<file path="src/rtl/servo_frame_scheduler.sv">
// Servo frame scheduler: buffers one command pair and applies it with per-frame slew limiting.
// Latency: a command accepted before a frame_tick cycle takes its first step on that tick's edge.
// Backpressure: cmd_ready is low while a command is waiting in the one-entry pending buffer.
module servo_frame_scheduler #(
  parameter int FRAME_CYCLES   = 2000000,
  parameter int MAX_STEP       = 16,
  parameter int SERVO_MIN      = 50,
  parameter int SERVO_MAX      = 100,
  parameter int NEUTRAL        = 75,
  parameter int TIMEOUT_FRAMES = 10
) (
  input  logic        clk,
  input  logic        rst,
  input  logic        cmd_valid,
  output logic        cmd_ready,
  input  logic [10:0] cmd_L,
  input  logic [10:0] cmd_R,
  output logic [10:0] servo_L,
  output logic [10:0] servo_R,
  output logic        frame_tick,
  output logic        failsafe
);

  localparam int IW = (TIMEOUT_FRAMES < 2) ? 1 : $clog2(TIMEOUT_FRAMES + 1);

  localparam logic [20:0]        LAST_CNT = 21'(FRAME_CYCLES - 1);
  localparam logic [10:0]        S_MIN    = 11'(SERVO_MIN);
  localparam logic [10:0]        S_MAX    = 11'(SERVO_MAX);
  localparam logic [10:0]        S_NEU    = 11'(NEUTRAL);
  localparam logic [10:0]        STEP_U   = 11'(MAX_STEP);
  localparam logic signed [11:0] STEP_S   = 12'(MAX_STEP);
  localparam logic [IW-1:0]      IDLE_MAX = IW'(TIMEOUT_FRAMES);

  typedef enum logic {ST_RUN, ST_FAILSAFE} state_t;

  state_t      state_q, state_d;
  logic [20:0] frame_cnt;
  logic        pend_valid;
  logic [10:0] pend_L, pend_R;
  logic [10:0] target_L, target_R;
  logic [10:0] eff_L, eff_R;
  logic [IW-1:0] idle_q, idle_d;
  logic        accept;

  // Limit a raw command to the legal servo range.
  function automatic logic [10:0] clamp(input logic [10:0] v);
    if (v < S_MIN)      return S_MIN;
    else if (v > S_MAX) return S_MAX;
    else                return v;
  endfunction

  // Move cur toward tgt by at most MAX_STEP; 12-bit signed difference so nothing wraps.
  function automatic logic [10:0] slew(input logic [10:0] cur, input logic [10:0] tgt);
    logic signed [11:0] d;
    d = $signed({1'b0, tgt}) - $signed({1'b0, cur});
    if (d > STEP_S)       return cur + STEP_U;
    else if (d < -STEP_S) return cur - STEP_U;
    else                  return tgt;
  endfunction

  assign frame_tick = (frame_cnt == LAST_CNT);
  assign cmd_ready  = !pend_valid;
  assign accept     = cmd_valid && cmd_ready;

  // Frame counter: 0..FRAME_CYCLES-1, wrapping after the tick cycle.
  always_ff @(posedge clk or negedge rst) begin
    if (!rst) frame_cnt <= '0;
    else      frame_cnt <= frame_tick ? 21'd0 : frame_cnt + 21'd1;
  end

  // Pending buffer: filled on acceptance, drained at the tick it is applied on.
  always_ff @(posedge clk or negedge rst) begin
    if (!rst) begin
      pend_valid <= 1'b0;
      pend_L     <= S_NEU;
      pend_R     <= S_NEU;
    end else if (accept) begin
      pend_valid <= 1'b1;
      pend_L     <= clamp(cmd_L);
      pend_R     <= clamp(cmd_R);
    end else if (frame_tick) begin
      pend_valid <= 1'b0;
    end
  end

  // Effective target for this tick and the next idle-frame count.
  always_comb begin
    eff_L  = target_L;
    eff_R  = target_R;
    idle_d = idle_q;
    if (pend_valid) begin
      eff_L  = pend_L;
      eff_R  = pend_R;
      idle_d = '0;
    end else begin
      if (state_q == ST_FAILSAFE) begin
        eff_L = S_NEU;
        eff_R = S_NEU;
      end
      idle_d = (idle_q == IDLE_MAX) ? idle_q : idle_q + IW'(1);
    end
  end

  // Targets, slewed outputs and idle counter update only on the tick edge.
  always_ff @(posedge clk or negedge rst) begin
    if (!rst) begin
      target_L <= S_NEU;
      target_R <= S_NEU;
      servo_L  <= S_NEU;
      servo_R  <= S_NEU;
      idle_q   <= '0;
    end else if (frame_tick) begin
      target_L <= eff_L;
      target_R <= eff_R;
      servo_L  <= slew(servo_L, eff_L);
      servo_R  <= slew(servo_R, eff_R);
      idle_q   <= idle_d;
    end
  end

  // FSM state register.
  always_ff @(posedge clk or negedge rst) begin
    if (!rst) state_q <= ST_FAILSAFE;
    else      state_q <= state_d;
  end

  // FSM next state: a fresh command always returns to RUN; idling out drops to FAILSAFE.
  always_comb begin
    state_d = state_q;
    if (frame_tick) begin
      if (pend_valid)
        state_d = ST_RUN;
      else if (state_q == ST_RUN && idle_d == IDLE_MAX)
        state_d = ST_FAILSAFE;
    end
  end

  // FSM outputs.
  always_comb begin
    failsafe = (state_q == ST_FAILSAFE);
  end

endmodule

</file>
<file path="config.mk">
export PLATFORM = sky130hd
export DESIGN_NAME = servo_frame_scheduler
export DESIGN_NICKNAME = d
export VERILOG_FILES = /design/src/rtl/servo_frame_scheduler.sv
export SDC_FILE = /design/constraint.sdc
export NUM_CORES = 1
export LEC_CHECK = 0
export BUFFER_PORTS_ARGS = -buffer_cell sky130_fd_sc_hd__clkbuf_2
export CAP_MARGIN = 20
export CORE_ASPECT_RATIO = 1.25
export CORE_MARGIN = 1.5
export CORE_UTILIZATION = 40
export CTS_BUF_LIST = sky130_fd_sc_hd__clkbuf_16
export CTS_CLUSTER_DIAMETER = 40
export DETAILED_ROUTE_END_ITERATION = 8
export RECOVER_POWER = 50
export SYNTH_ARGS = -nofsm -noshare
export SYNTH_HDL_FRONTEND = slang
export SYNTH_SLANG_ARGS = --single-unit
export TNS_END_PERCENT = 30
</file>
<file path="constraint.sdc">
create_clock -name clk -period 5.18 [get_ports clk]
set_input_delay 1.036 -clock clk [delete_from_list [all_inputs] [get_ports clk]]
set_output_delay 1.036 -clock clk [all_outputs]
set_load 0.03 [all_outputs]
</file>
==> metrics.cfg, run 1 <==
[run_status]
status=finished, violations left
violations=DRC, capacitance limit, slew limit

[route]
routed_wl_um=14100
drtPass1Iterations=7
drt_iter0_drc=273
ant_nets=0
avgViaCountPerCell=5.62
wl_per_cell_um=15.6
via_count=5074
drc_errors=2

[cells_and_area]
antennaDiodeCount=0
drive_above_1_share=0.159
fin_nets=776
multi_input_area_um2=3330
regArea_um2=2360
layout_common_cells=86 x nand2_1, 68 x dfrtp_1, 67 x nor2_1
area_growth_pct=11.7
layout_commonest_cell=nand2_1
n_fill_cell=1424

[worst_setup_path]
cp-start-kind=flop
cp_max_fo=13
arrival_ns=4.37
crit_chain=clkinv_1, o22ai_1, ha_1, fa_1, nor2b_1, o2111ai_1, nand2_1, o41ai_1, xor2_1, or4_4, o21ai_4, nand2_1, mux2_2
path_common_cell=nand2_1
cp.buffers_inverters=1
end_kind=flop
critPathRequiredTime_ns=5.41
crit_type=reg2reg
cp_top_family=compound AO/OA/AOI/OAI gates
cpPeakStageDelay_ns=0.61
critical-path-slowest-cell=or4_4

[die]
core-area_um2=14500
die_h_um=139
num_rows=49
die_x_um=112
pin_count=50
dieArea_um2=15600
initial_utilization=0.411

[yosys]
syn_area_um2=5950
async_reset_ff_frac=1.00
yosysSeqAreaShare=0.397
yosysTopAreaCellShare=0.286
yosys_warnings=0
ys_seq_elements=93
synth_top_area_cell=dfrtp_1
synth-edff-count=0
yosysUniqueCellTypes=71
synth-main-ff-cell=dfrtp_1
ys_top_cells_by_area=dfrtp_1 29%, dfstp_2 11%, ha_1 6.1%
syn_avg_cell_area_um2=8.77
synthesis.nets=734
syn_inst=678

[worst_hold_path]
min_path_type=reg2reg

[pwr]
p_leak_uw=0.00300
powerDensity_nw_per_um2=245
peakVddDrop_mv=0.121

[clocking]
cts_hold_buf=0
htreeDepth=3
postCtsResizedCells=0
tritoncts=yes
clk_pin_slew_worst_paths_ns=0.07
cts_buffers=9
clk_path_buf_depth=2
clock_latency_ns=0.34
root_buffer=clkbuf_16
post-cts-setup-buffers=0
cts_sinks=93

[placement]
gp_routability_congestion=0.901
dp_worst_setup_slack_ns=1.06
io_buffers=49
hpwl_um=10600

[timing]
worst_pin_slew_ns=3.13
final-setup-viol-count=0
period_needed_ns=4.14
relSlewSlack=-1.09
fin_ws_ns=1.04
setup_tns_ns=0
rsz0062_at_grt=false
fmax_mhz=242
clock_skew_ns=0.00976
hold_viol=0
slew_viol_final=59
finalCritPeriodShare=0.799

[global_route]
track_usage=0.187
antenna_found_initial=0
overflow=0
grt_start_max_net_pins=59
grt_pass1_wl_um=23900
grt_pass1_vias=5008

[run]
drv_cap=1

-- metal layers --
| metal | vias to the layer above | routed length (um) | GRT usage |
|---|---|---|---|
| met1 | 2439 | 6070 | 0.230 |
| li1 | 2509 | - | - |
| met5 | - | 0 | 0 |
| met3 | 16 | 451 | 0.0244 |
| met2 | 110 | 7300 | 0.328 |
| met4 | 0 | 312 | 0.0799 |
-- report_power, final --
group | internal, uW | switching, uW
clock | 356 | 279
sequential | 740 | 6.83
combinational | 96.8 | 147
total | 1190 | 433
-- worst register-to-register path: stages, from the launching register on --
cell and delay [ns]:
dfrtp_1 0.58, clkinv_1 0.39, o22ai_1 0.38, ha_1 0.25
fa_1 0.21, nor2b_1 0.08, o2111ai_1 0.22, nand2_1 0.09
o41ai_1 0.36, xor2_1 0.17, or4_4 0.61, o21ai_4 0.20
nand2_1 0.18, mux2_2 0.30
-- worst paths after layout --
check,slack [ns],from,end,depth (start not counted)
hold reg to reg,0.45,target_R[3]$_DFFE_PN1P_,target_R[3]$_DFFE_PN1P_,2
setup / recovery,1.04,pend_valid$_DFFE_PN0P_,servo_R[2]$_DFFE_PN0P_,13
hold / removal,0.45,target_R[3]$_DFFE_PN1P_,target_R[3]$_DFFE_PN1P_,2
min in group asynchronous,1.73,rst,idle_q[0]$_DFFE_PN0P_,1
setup reg to reg,1.04,pend_valid$_DFFE_PN0P_,servo_R[2]$_DFFE_PN0P_,13
max in group asynchronous,1.30,rst,servo_L[9]$_DFFE_PN0P_,2
-- cells by family (layout without fill, tap and decap cells) --
logic type	after synthesis	in the layout	share of synthesized area
compound gates	173	173	0.202
xor+xnor	38	38	0.0560
fa+ha+maj	31	31	0.0678
buf+inv	65	112	0.0429
flops	93	93	0.397
mux	11	11	0.0194
simple gates	267	267	0.216
-- final cells by class --
type	instances	area share
Sequential cell	93	0.355
Multi-Input combinational cell	520	0.502
Tap cell	178	0.0335
Clock inverter	6	0.00603
Timing Repair Buffer	56	0.0431
Inverter	40	0.0226
Clock buffer	10	0.0377
-- flip-flops by register name, summed over array words and instances (netlist names) --
name,count
idle_q,4
failsafe,1
pend_R,11
target_L,11
target_R,11
servo_R,11
pend_valid,1
pend_L,11
servo_L,11
frame_cnt,21
-- synth_stat cells (all sizes together) (8+ instances only) --
master   n
inv     39
a22o    11
nor2b   15
nand3   28
nor3    14
nor2    68
xnor2   19
a211oi   8
ha      29
clkbuf  18
o21ai   44
xor2    19
dfstp   25
a21oi   32
a22oi   10
nand2   86
dfrtp   68
a31oi   11
-- through the flow --
stage / cells / instance area, um^2 / hold WS (ns) / total power (uW) / utilization
after CTS: 903 / 6660 / 0.457 / 1640 / 0.460
final: 903 / 6640 / 0.455 / 1630 / 0.459
after global routing: 903 / 6640 / 0.469 / 1710 / 0.459
after floorplan: 678 / 5950 / 0.435 / 938 / -
after detailed placement: 887 / 6360 / 0.448 / 1000 / 0.440
after global placement: 887 / 6360 / 0.442 / 998 / 0.440
(Power assumes the default switching activity.)
==> inputs of run 2 (changes only) <==
clock period = 4.18 ns   (was 5.18 ns; I/O delays follow)
==> run 2 against run 1 <==
The flow still finishes with violations (DRC, capacitance limit, slew limit). Worst setup slack worse by 0.83 ns. Combinational power is 27% higher. Total power is 32% higher. Fmax is 4.2% higher. Clock skew is 0.0014 ns higher. Global-route usage is 0.65 points higher. Clock power is 43% higher. Core utilization is 0.75 points higher. Critical path depth is 1 higher. Sequential power is 24% higher.
==> metrics.cfg, run 2 (synthesized netlist as in run 1, its figures left out) <==
[cells_and_area]
area_growth_pct=13.5
layout_common_cells=86 x nand2_1, 68 x dfrtp_1, 67 x nor2_1
regArea_um2=2360  ; unchanged
antennaDiodeCount=0  ; unchanged
multi_input_area_um2=3330  ; unchanged
layout_commonest_cell=nand2_1
final_core_util=0.467  ; +0.00752
n_fill_cell=1381  ; -3.0%
largest_reg_flops=21  ; unchanged
top_register=frame_cnt
stdcell_area_um2=6750  ; +1.6%
drive_above_1_share=0.171  ; +0.0119
fin_nets=784  ; +1.0%
instances_no_fill=911  ; +0.89%

[worst_setup_path]
arrival_ns=4.20  ; -0.17 ns
path_common_cell=nand2_1
critPathRequiredTime_ns=4.41  ; -1.00 ns
cp-start-kind=flop
cpPeakStageDelay_ns=0.61  ; about the same
crit_start=pend_valid$_DFFE_PN0P_
r2r-end=servo_R[2]$_DFFE_PN0P_
r2r_start=pend_valid$_DFFE_PN0P_
crit_chain=buf_4, clkinvlp_4, o22ai_1, ha_1, fa_1, nor2b_1, o2111ai_1, nand2_1, o41ai_1, xor2_1, or4_4, o21ai_4, nand2_1, mux2_2
ff2ff_setup_slack_ns=0.21  ; -0.83 ns
cp_max_fo=16  ; +3
critical-path-slowest-cell=or4_4
worst-r2r-cell-count=14  ; +1
end_kind=flop
crit_type=reg2reg

[global_route]
track_usage=0.193  ; +0.00655
grt_pass1_wl_um=24700  ; +3.4%
antenna_found_initial=0  ; unchanged
overflow=0  ; unchanged
grt_pass1_vias=5160  ; +3.0%
grt_start_max_net_pins=69  ; +17%

[clocking]
cts_hold_buf=0  ; unchanged
tritoncts=yes
post-cts-setup-buffers=0  ; unchanged
clk_pin_slew_worst_paths_ns=0.07  ; about the same
htreeDepth=3  ; unchanged
root_buffer=clkbuf_16
clk_path_buf_depth=2  ; unchanged
cts_buffers=9  ; unchanged
cts_sinks=93  ; unchanged
clock_latency_ns=0.34  ; about the same

[timing]
rsz0062_at_grt=true
final-setup-viol-count=0  ; unchanged
relSlewSlack=-0.117  ; +0.970
slew_viol_final=69  ; +17%
fin_ws_ns=0.207  ; -0.834 ns
period_needed_ns=3.97  ; -0.166 ns
finalCritPeriodShare=0.951  ; +0.151
hold_ws_ns=0.456  ; +0.00129 ns
worst_pin_slew_ns=1.68  ; -1.45 ns
fmax_mhz=252  ; +4.2%
clock_skew_ns=0.0111  ; +0.00136 ns
hold_viol=0  ; unchanged

[run_status]
status=finished, violations left
violations=DRC, capacitance limit, slew limit

[route]
avgViaCountPerCell=5.63  ; +0.24%
drtPass1Iterations=9  ; +2
via_count=5131  ; +1.1%
ant_nets=0  ; unchanged
wl_per_cell_um=16.2  ; +3.4%
routed_wl_um=14700  ; +4.3%
drt_iter0_drc=257  ; -5.9%
drc_errors=1  ; -1

[die]
dieArea_um2=15600  ; unchanged
die_x_um=112  ; unchanged
num_rows=49  ; unchanged
core-area_um2=14500  ; unchanged
pin_count=50  ; unchanged
die_h_um=139  ; unchanged
initial_utilization=0.411  ; unchanged

[placement]
gp_routability_congestion=0.885  ; -1.8%
dpl.cell_count=895  ; +0.90%
io_buffers=49  ; unchanged
hpwl_um=11000  ; +3.9%
dp_worst_setup_slack_ns=0.104  ; -0.953 ns
placed_area_um2=6420  ; +0.94%

[pwr]
pwr-share-seq=0.432  ; -0.027
swShare=0.253  ; -0.0132
peakVddDrop_mv=0.233  ; +93%
combPwrFrac=0.145  ; -0.005
switchingPower_uw=543  ; +25%
p_leak_uw=0.00305  ; +1.8%
clockPowerShare=0.423  ; +0.032
powerDensity_nw_per_um2=318  ; +30%
intPower_uw=1600  ; +34%

[run]
drv_cap=1  ; unchanged

[worst_hold_path]
holdPathEnd=target_R[6]$_DFFE_PN1P_
min_path_type=reg2reg
min_path_cells=2  ; unchanged
hold_start=target_R[6]$_DFFE_PN1P_

-- run 2: changes by cell type in the layout (fill, tap and decap cells not counted) --
cell	before	now
bufinv_16	0	2
clkinv_1	3	0
inv_6	2	0
o21ai_0	43	42
buf_4	4	12
clkinv_4	1	0
inv_1	39	40
o21ai_1	0	1
clkinvlp_4	0	3
-- run 2: power groups by stage --
stage          clock network (uW)  logic, uW  registers [uW]
2_1_floorplan                   0        224             938
3_3_place_gp                    0        303             943
3_5_place_dp                    0        310             943
4_1_cts                       930        311             926
5_1_grt                       961        346             927
6_report                      907        310             926
-- run 2: worst max-delay path by stage --
| stage | endpoint | slack [ns] |
|---|---|---|
| floorplan | servo_R[5]$_DFFE_PN0P_ | 0.39 |
| global placement | servo_R[2]$_DFFE_PN0P_ | 0.22 |
| detailed placement | servo_L[2]$_DFFE_PN0P_ | 0.10 |
| CTS | servo_R[2]$_DFFE_PN0P_ | 0.10 |
| global route | servo_L[2]$_DFFE_PN0P_ | -0.06 |
| finish | servo_R[2]$_DFFE_PN0P_ | 0.21 |
-- run 2: what timing repair did --
action,in CTS,in global routing
setup endpoints to repair,0,15
resized for setup,0,2
hold endpoints to repair,0,0
-- run 2: layout make-up --
type | instances | share of cell area
clock buffers | 10 | 0.0371
inverters | 40 | 0.0228
flip-flops and latches | 93 | 0.349
clock inverters | 6 | 0.0126
multi-input cells | 520 | 0.494
well taps | 178 | 0.0330
repair buffers | 64 | 0.0513
-- run 2: worst max-delay path, delay by kind of cell (launching register included) --
kind / cells / cell delay (ns)
AO/OA/AOI/OAI: 4 / 1.12
XOR/XNOR: 1 / 0.17
adder cells (fa/ha/maj): 2 / 0.45
buffers and inverters: 2 / 0.49
flip-flops: 1 / 0.38
multiplexers: 1 / 0.30
AND/OR/NAND/NOR: 4 / 0.94
-- run 2: metrics by stage --
| stage | TNS (ns) | total power [uW] |
|---|---|---|
| final | 0 | 2140 |
| after global routing | -0.115 | 2230 |
| after CTS | 0 | 2170 |
| after detailed placement | 0 | 1250 |
| after global placement | 0 | 1250 |
| after floorplan | 0 | 1160 |
-- run 2: per-layer routing --
layer	wire length, um	share of wire	track usage
met5	0	0	0
met4	248	0.017	0.0606
met3	479	0.032	0.0331
met2	7550	0.51	0.343
met1	6460	0.44	0.239
==> inputs of run 3 (changes only) <==
ABC_CLOCK_PERIOD_IN_PS = 4180   (was not set)
CORE_UTILIZATION = 61   (was 40)
PLACE_DENSITY = 0.81   (was not set)
==> run 3 against run 2 <==
The flow finishes with violations (capacitance limit, slew limit). Sequential cell count stayed put. First-iteration DRC count increased by 31%. Largest cell class unchanged. Critical path type unchanged. Largest power group unchanged. Wire length shrank 2.8%.
==> metrics.cfg, run 3 (synthesized netlist as in run 1, its figures left out) <==
[run_status]
status=finished, violations left
violations=capacitance limit, slew limit

[placement]
gp_routability_congestion=0.931  ; +5.3%
io_buffers=49  ; unchanged
hpwl_um=10600  ; -3.5%
placed_area_um2=6330  ; -1.5%

[worst_setup_path]
crit_type=reg2reg
r2r-end=servo_L[2]$_DFFE_PN0P_
cp_max_fo=10  ; -6
critical-path-slowest-cell=dfrtp_1
end_kind=flop
worst-r2r-cell-count=13  ; -1
cpPeakStageDelay_ns=0.51  ; -0.10 ns
cp-start-kind=flop
arrival_ns=4.08  ; -0.12 ns
crit_chain=clkinvlp_4, o21ai_1, ha_1, fa_1, nor2b_1, o2111ai_1, nand3b_1, xor2_1, or4_4, nor4_1, mux2i_1, nor2_4, mux2_2
ff2ff_setup_slack_ns=0.32  ; +0.12 ns
r2r_start=pend_valid$_DFFE_PN0P_
cp_top_family=simple AND/OR/NAND/NOR gates
critPathRequiredTime_ns=4.41  ; about the same
cp.buffers_inverters=1  ; -1

[route]
avgViaCountPerCell=6.20  ; +10%
via_count=5301  ; +3.3%
ant_nets=0  ; unchanged
drtPass1Iterations=7  ; -2
drt_iter0_drc=337  ; +31%
drc_errors=0  ; -1
wl_per_cell_um=16.7  ; +3.5%
routed_wl_um=14300  ; -2.8%

[die]
num_rows=40  ; -18%
dieArea_um2=10400  ; -34%
initial_utilization=0.622  ; +0.211
die_x_um=91.3  ; -19%
pin_count=50  ; unchanged
die_h_um=113  ; -19%
core-area_um2=9560  ; -34%

[clocking]
cts_buffers=9  ; unchanged
tritoncts=yes
clk_pin_slew_worst_paths_ns=0.07  ; about the same
htreeDepth=3  ; unchanged
clock_latency_ns=0.34  ; about the same
cts_sinks=93  ; unchanged
root_buffer=clkbuf_16
clk_path_buf_depth=2  ; unchanged
post-cts-setup-buffers=0  ; unchanged

[pwr]
powerDensity_nw_per_um2=307  ; -3.3%
p_total_uw=2030  ; -5.2%
swShare=0.271  ; +0.0174
switchingPower_uw=550  ; +1.4%
peakVddDrop_mv=0.199  ; -15%
intPower_uw=1480  ; -7.4%
p_leak_uw=0.00302  ; -0.96%
combPwrFrac=0.153  ; +0.008
clockPowerShare=0.391  ; -0.032
pwr-share-seq=0.456  ; +0.024

[timing]
setup_tns_ns=0  ; unchanged
finalCritPeriodShare=0.922  ; -0.0282
relSlewSlack=-0.226  ; -0.108
hold_viol=0  ; unchanged
final-setup-viol-count=0  ; unchanged
rsz0062_at_grt=false
hold_ws_ns=0.463  ; +0.00751 ns
fmax_mhz=259  ; +3.1%
worst_pin_slew_ns=1.84  ; +0.163 ns
period_needed_ns=3.86  ; -0.118 ns
slew_viol_final=76  ; +10%
clock_skew_ns=0.00418  ; -0.00694 ns

[run]
drv_cap=1  ; unchanged

[cells_and_area]
antennaDiodeCount=0  ; unchanged
layout_common_cells=86 x nand2_1, 68 x dfrtp_1, 67 x nor2_1
fin_nets=780  ; -0.51%
layout_commonest_cell=nand2_1
stdcell_area_um2=6620  ; -1.9%
top_register=frame_cnt
area_growth_pct=11.4
drive_above_1_share=0.169  ; -0.00181
largest_reg_flops=21  ; unchanged

[global_route]
grt_start_max_net_pins=76  ; +10%
overflow=0  ; unchanged
grt_pass1_wl_um=24100  ; -2.3%
grt_pass1_vias=5192  ; +0.62%
track_usage=0.291  ; +0.0982
antenna_found_initial=0  ; unchanged

[worst_hold_path]
min_path_type=reg2reg
min_path_cells=2  ; unchanged
hold_start=target_L[3]$_DFFE_PN1P_
holdPathEnd=target_L[3]$_DFFE_PN1P_

## run 3: cell types whose count changed in the layout (fill, tap and decap cells not counted), sizes merged
cell / previous run / this run
buf: 12 / 9
bufinv: 2 / 0
clkinv: 0 / 2
clkbuf: 62 / 61
clkinvlp: 3 / 2
inv: 41 / 42
## run 3: power groups by stage
stage	Clock, uW	Combinational (uW)	Sequential (uW)
after floorplan	0	224	938
after global placement	0	297	942
after detailed placement	0	309	942
after CTS	807	309	927
after global routing	844	344	927
final	795	311	927
## run 3: timing repair
action | CTS | global route
endpoints found under the setup margin | 0 | 5
endpoints found under the hold margin | 0 | 0
resized for setup | 0 | 3
hold buffers | 0 | 0
## run 3: worst max-delay path by stage
stage                                 startpoint                      to  slack (ns)  depth (start not counted)
after global placement    pend_valid$_DFFE_PN0P_  servo_R[2]$_DFFE_PN0P_        0.47                         13
final                     pend_valid$_DFFE_PN0P_  servo_L[2]$_DFFE_PN0P_        0.32                         13
after CTS                 pend_valid$_DFFE_PN0P_  servo_L[2]$_DFFE_PN0P_        0.25                         13
after detailed placement  pend_valid$_DFFE_PN0P_  servo_L[2]$_DFFE_PN0P_        0.28                         13
after floorplan           pend_valid$_DFFE_PN0P_  servo_R[5]$_DFFE_PN0P_        0.39                         15
after global routing      pend_valid$_DFFE_PN0P_  servo_L[2]$_DFFE_PN0P_        0.02                         13
## run 3: area by class of cell
class	count	area, um^2
Sequential cell	93	2360
Inverter	40	154
Clock buffer	10	250
Tap cell	126	158
Clock inverter	6	42.5
Multi-Input combinational cell	520	3340
Timing Repair Buffer	60	320
Fill cell	773	2940
## run 3: per-layer routing
layer | GRT usage | routed length (um)
met2 | 0.515 | 7470
met1 | 0.345 | 5780
met3 | 0.0413 | 580
met4 | 0.148 | 490
met5 | 0 | 0
## run 3: worst reg2reg max path, cell delays in order, from the launching register on
cell	delay (ns)
dfrtp_1	0.51
clkinvlp_4	0.28
o21ai_1	0.31
ha_1	0.25
fa_1	0.23
nor2b_1	0.09
o2111ai_1	0.24
nand3b_1	0.15
xor2_1	0.17
or4_4	0.50
nor4_1	0.20
mux2i_1	0.24
nor2_4	0.22
mux2_2	0.37
## run 3: per-stage QoR
| step | setup slack [ns] | utilization | std cells |
|---|---|---|---|
| floorplan | 0.386 | - | 678 |
| global placement | 0.469 | 0.662 | 839 |
| detailed placement | 0.279 | 0.662 | 839 |
| CTS | 0.248 | 0.693 | 855 |
| global route | 0.0224 | 0.693 | 855 |
| finish | 0.325 | 0.693 | 855 |
